### config.mk
export PLATFORM = sky130hd
export DESIGN_NAME = fetch_queue
export DESIGN_NICKNAME = d
export VERILOG_FILES = /design/src/rtl/fetch_queue.sv
export SDC_FILE = /design/constraint.sdc
export NUM_CORES = 1
export LEC_CHECK = 0
export ABC_AREA = 1
export BUFFER_PORTS_ARGS = -buffer_cell sky130_fd_sc_hd__buf_2
export CAP_MARGIN = 0
export CORE_MARGIN = 10
export CORE_UTILIZATION = 55
export DETAILED_ROUTE_END_ITERATION = 10
export PLACE_DENSITY = 0.86
export SYNTH_ARGS = -nofsm -noshare
export SYNTH_HDL_FRONTEND = slang
export SYNTH_SLANG_ARGS = --single-unit
### constraint.sdc
create_clock -name clock -period 9.19 [get_ports clock]
set_clock_uncertainty 0.15 [all_clocks]
set_input_delay 0.4595 -clock clock [delete_from_list [all_inputs] [get_ports clock]]
set_output_delay 0.4595 -clock clock [all_outputs]
set_load 0.05 [all_outputs]
### src/rtl/fetch_queue.sv
// fetch_queue: sequential-PC instruction fetch with a credit-limited
// response FIFO feeding decode; redirects flush and drop stale responses.
module fetch_queue #(
    parameter int unsigned DEPTH    = 4,
    parameter logic [31:0] RESET_PC = 32'h0100_0000,
    parameter int unsigned MAX_OUT  = 2,
    localparam int unsigned CW      = $clog2(DEPTH) + 1
) (
    input  logic          clock,
    input  logic          reset,
    output logic          imem_req_valid,
    input  logic          imem_req_ready,
    output logic [31:0]   imem_req_addr,
    input  logic          imem_resp_valid,
    input  logic [31:0]   imem_resp_data,
    input  logic          redirect_valid,
    input  logic [31:0]   redirect_pc,
    output logic          inst_valid,
    input  logic          inst_ready,
    output logic [31:0]   inst,
    output logic [31:0]   inst_pc,
    output logic [CW-1:0] queue_count
);

    localparam int unsigned PW = $clog2(DEPTH);
    localparam int unsigned OW = $clog2(MAX_OUT + 1);
    localparam int unsigned TW = (MAX_OUT > 1) ? $clog2(MAX_OUT) : 1;
    localparam int unsigned DW = 8;

    logic [31:0]   fetch_pc_q, fetch_pc_d;
    logic [PW-1:0] rd_ptr_q, rd_ptr_d;
    logic [PW-1:0] wr_ptr_q, wr_ptr_d;
    logic [CW-1:0] count_q, count_d;
    logic [OW-1:0] out_q, out_d;
    logic [DW-1:0] drop_q, drop_d;
    logic [TW-1:0] tag_rd_q, tag_rd_d;
    logic [TW-1:0] tag_wr_q, tag_wr_d;

    logic [31:0] fifo_inst_q [DEPTH];
    logic [31:0] fifo_pc_q   [DEPTH];
    logic [31:0] tag_q       [MAX_OUT];

    logic [31:0] credit;
    logic        req_fire;
    logic        resp_wr;
    logic        resp_drop;
    logic        pop;

    function automatic logic [TW-1:0] tag_next(input logic [TW-1:0] p);
        return (32'(p) == MAX_OUT - 1) ? '0 : p + TW'(1);
    endfunction

    always_comb begin
        credit         = 32'(count_q) + 32'(out_q);
        imem_req_valid = reset && !redirect_valid
                         && (credit < DEPTH) && (32'(out_q) < MAX_OUT);
        imem_req_addr  = fetch_pc_q;
        inst_valid     = (count_q != '0);
        inst           = inst_valid ? fifo_inst_q[rd_ptr_q] : '0;
        inst_pc        = inst_valid ? fifo_pc_q[rd_ptr_q] : '0;
        queue_count    = count_q;
        req_fire       = imem_req_valid && imem_req_ready;
        pop            = inst_valid && inst_ready;
        resp_drop      = imem_resp_valid && (drop_q != '0);
        resp_wr        = imem_resp_valid && (drop_q == '0) && !redirect_valid;
    end

    always_comb begin
        fetch_pc_d = fetch_pc_q;
        rd_ptr_d   = rd_ptr_q;
        wr_ptr_d   = wr_ptr_q;
        count_d    = count_q;
        out_d      = out_q;
        drop_d     = drop_q;
        tag_rd_d   = tag_rd_q;
        tag_wr_d   = tag_wr_q;
        if (redirect_valid) begin
            // Tags of dropped requests are never read, so the tag FIFO only
            // ever holds live requests and is simply emptied here.
            fetch_pc_d = redirect_pc & ~32'd3;
            rd_ptr_d   = '0;
            wr_ptr_d   = '0;
            count_d    = '0;
            out_d      = '0;
            tag_rd_d   = '0;
            tag_wr_d   = '0;
            drop_d     = drop_q + DW'(out_q) - DW'(imem_resp_valid);
        end else begin
            if (req_fire) begin
                fetch_pc_d = fetch_pc_q + 32'd4;
                tag_wr_d   = tag_next(tag_wr_q);
            end
            if (resp_drop) begin
                drop_d = drop_q - DW'(1);
            end
            if (resp_wr) begin
                wr_ptr_d = wr_ptr_q + PW'(1);
                tag_rd_d = tag_next(tag_rd_q);
            end
            if (pop) begin
                rd_ptr_d = rd_ptr_q + PW'(1);
            end
            out_d   = out_q + OW'(req_fire) - OW'(resp_wr);
            count_d = count_q + CW'(resp_wr) - CW'(pop);
        end
    end

    always_ff @(posedge clock or negedge reset) begin
        if (!reset) begin
            fetch_pc_q <= RESET_PC;
            rd_ptr_q   <= '0;
            wr_ptr_q   <= '0;
            count_q    <= '0;
            out_q      <= '0;
            drop_q     <= '0;
            tag_rd_q   <= '0;
            tag_wr_q   <= '0;
        end else begin
            fetch_pc_q <= fetch_pc_d;
            rd_ptr_q   <= rd_ptr_d;
            wr_ptr_q   <= wr_ptr_d;
            count_q    <= count_d;
            out_q      <= out_d;
            drop_q     <= drop_d;
            tag_rd_q   <= tag_rd_d;
            tag_wr_q   <= tag_wr_d;
        end
    end

    // Storage needs no reset: outputs are gated by count and tags by out.
    always_ff @(posedge clock) begin
        if (resp_wr) begin
            fifo_inst_q[wr_ptr_q] <= imem_resp_data;
            fifo_pc_q[wr_ptr_q]   <= tag_q[tag_rd_q];
        end
        if (req_fire) begin
            tag_q[tag_wr_q] <= fetch_pc_q;
        end
    end

    a_resp_owed: assert property (@(posedge clock) disable iff (!reset)
        imem_resp_valid |-> (32'(out_q) + 32'(drop_q)) != 0);

    a_no_overflow: assert property (@(posedge clock) disable iff (!reset)
        resp_wr |-> count_q != CW'(DEPTH));

endmodule
==> results.py <==
metrics = {
    "run_status": {
        "status": "complete, no violations",
    },
    "hold_path": {
        "hold_start": "redirect_pc[15]",
        "worstHoldPathCells": 3,
        "hp-class": "in2reg",
    },
    "logic_synthesis": {
        "yosysMostFrequentCell": "nor2_1",
        "ys_top_cells_by_area": "edfxtp_1 60%, dfrtp_1 7.7%, nor2_1 7.7%, nand2_1 6.8%, o21ai_0 4.6%",
        "async_flop_share": 0.137,
        "synth_cell_types": 35,
        "synth_edf_count": 308,
        "yosys-top-cells-count": "319 x nor2_1, 308 x edfxtp_1, 282 x nand2_1",
        "ys.flop_type": "edfxtp_1",
        "yosysTopAreaCellShare": 0.595,
        "syn-cell-area_um2": 15500,
        "synth_seq_cells": 357,
        "synth_area_per_cell_um2": 10.6,
        "postSynthCellCount": 1464,
        "seq_area_frac_synth": 0.674,
        "ys_warn_count": 0,
        "synth_top_area_cell": "edfxtp_1",
    },
    "global_route": {
        "grt_pass1_vias": 11100,
        "track_usage": 0.199,
        "use_met1": 0.256,
        "grt_max_degree": 68,
        "met2_usage": 0.336,
        "grt-ovfl-total": 0,
        "antenna_found_initial": 0,
        "grt_pass1_wl_um": 57700,
        "grt_use_met3": 0.0384,
        "busiest_layer": "met2",
    },
    "floorplanning": {
        "rows": 61,
        "die_w_um": 188,
        "start_util": 0.558,
        "io_pins": 171,
        "die_h_um": 188,
        "core_area_um2": 27900,
        "die_area_um2": 35400,
    },
    "cells_and_area": {
        "design_area_um2": 17800,
        "fin_nets": 1720,
        "area_delta_synth_final_pct": 14.7,
        "layout-drive-gt1-share": 0.153,
    },
    "critical_path": {
        "crit_path_max_fanout": 67,
        "worstSetupStartpointType": "flop",
        "worstSetupPathType": "reg2out",
        "end_kind": "output pin",
        "rr_worst_depth": 9,
        "worstPathRequired_ps": 8580,
        "r2r_start": "drop_q[3]$_DFFE_PN0P_",
        "arrival_ps": 3510,
        "critPathLaunch": "rd_ptr_q[0]$_DFFE_PN0P_",
    },
    "clocking": {
        "numCtsBuffers": 36,
        "cts.sinks": 357,
        "ctsHtreeMaxLevel": 2,
        "clock_path_buffers": 3,
        "clock_latency_ps": 510,
        "cts.clk_slew.worst_paths_ps": 60,
        "clockRootBuffer": "clkbuf_16",
        "cts_tree": "done",
    },
    "timing": {
        "grt_setup_unrepaired": "no",
        "finalSetupViolCount": 0,
        "period_share": 0.448,
        "period_minus_slack_ps": 4120,
        "hold_viol": 0,
        "fmax_mhz": 243,
        "finalMaxSlewViolations": 0,
        "relSlewSlack": 0.323,
        "finalSetupTns_ps": 0,
        "tightest_slew_ps": 1010,
    },
    "routing": {
        "wl_per_cell_um": 17.9,
        "dr.pass1.iters": 5,
        "vias": 11000,
        "drt_iter0_drc": 1041,
        "drc": 0,
        "postRouteAntennaNets": 0,
        "wl_um": 36200,
        "vias_per_cell": 5.45,
    },
    "flow_run": {
        "maxCapViolCount": 0,
    },
    "placed_design": {
        "place_congestion": 0.880,
        "dp_hpwl_um": 22200,
        "numPortBuffers": 164,
        "dpl_cell_area_um2": 16700,
    },
    "pwr": {
        "ir_drop_v": 0.000163,
        "p_leak_uw": 0.00695,
        "power_density_nw_per_um2": 289,
    },
}
## per-layer routing
metal  wire length [µm]  up-vias
met5                  0        -
met2              17700      428
met4                842        0
li1                   -     5261
met1              15000     5271
met3               2660       69
## cells by family after synthesis
group / Yosys count / share of synthesized area
AOI/OAI and AO/OA: 233 / 0.0778
xor gates and xnor gates: 18 / 0.0101
DFF: 357 / 0.674
buffers and inverters: 140 / 0.0374
and+or+nand+nor: 685 / 0.175
other: 1 / 0.000241
adders and majority gates: 30 / 0.0251
## registers in the layout, indices dropped and copies added (netlist names)
signal         count
tag_rd_q           1
out_q              2
imem_req_addr     30
fifo_pc_q        120
queue_count        3
tag_q             60
tag_wr_q           1
wr_ptr_q           2
drop_q             8
rd_ptr_q           2
fifo_inst_q      128
## layout make-up
cell class                      count  area (µm²)
Tap cell                          378         473
Clock buffer                       52        1000
Inverter                           72         270
Multi-Input combinational cell    970        4550
Antenna cell                        1        2.50
Sequential cell                   357       10500
Timing Repair Buffer              183         983
Fill cell                        2115       10000
Clock inverter                     10        73.8
## through the flow
step / utilization / total power [µW] / setup slack [ps] / hold WS (ps) / instances
6_report: 0.640 / 5160 / 5070 / 13.0 / 2023
2_1_floorplan: - / 3350 / 4710 / 13.9 / 1467
3_3_place_gp: 0.599 / 3800 / 5710 / 379 / 1952
5_1_grt: 0.640 / 5410 / 4750 / 7.31 / 2022
3_5_place_dp: 0.599 / 3840 / 5630 / 392 / 1952
4_1_cts: 0.640 / 5190 / 5090 / 1.47 / 2022
## worst paths after layout
kind | to | slack (ps)
max in group asynchronous | rd_ptr_q[0]$_DFFE_PN0P_ | 7920
min in group asynchronous | imem_req_addr[11]$_DFFE_PN0P_ | 460
max reg2reg | fifo_pc_q[2][4]$_DFFE_PP_ | 6060
min | imem_req_addr[15]$_DFFE_PN0P_ | 10
max | inst[14] | 5070
min reg2reg | imem_req_addr[24]$_DFFE_PN1P_ | 410
## critical path: stages (launching register included)
cell,delay (ps)
dfrtp_4,720
inv_2,850
buf_4,620
o21ai_0,200
a21oi_1,230
buf_2,310
## what timing repair did
| item | CTS | global route |
|---|---|---|
| endpoints found under the setup margin | 0 | 0 |
| hold buffers | 8 | 0 |
| setup buffers | 0 | 0 |
| hold endpoints to repair | 63 | 0 |
| gates resized for setup | 0 | 0 |
## report_power, final
group	leakage, µW	switching, µW	internal, µW	total (µW)
combinational	0.00305	1450	423	1870
sequential	0.00338	104	1830	1940
clock	0.000524	569	784	1350
## cells in the final DEF (no fill, tap or decap), types with 2 or more instances in the layout
cell type      count
o21ai_0          143
o21bai_1           4
nand2_1          282
and2_1             3
or2_2              2
buf_4             11
nand3b_1           5
xnor2_1            5
nor2_2             7
fa_1               2
clkbuf_16         37
nand4_1            4
nor2_4             7
buf_2            164
dlygate4sd3_1      8
inv_2              5
inv_1             67
xor2_1            13
clkinv_1           3
clkbuf_8           2
conb_1             4
clkbuf_1          13
o211ai_1           9
a21oi_1           72
nor2_1           313
clkinv_2           5
nand3_1           55
ha_1              28
edfxtp_1         308
nand2_2            4
dfrtp_1           46
Note: power is estimated with default switching activity, not from simulation.
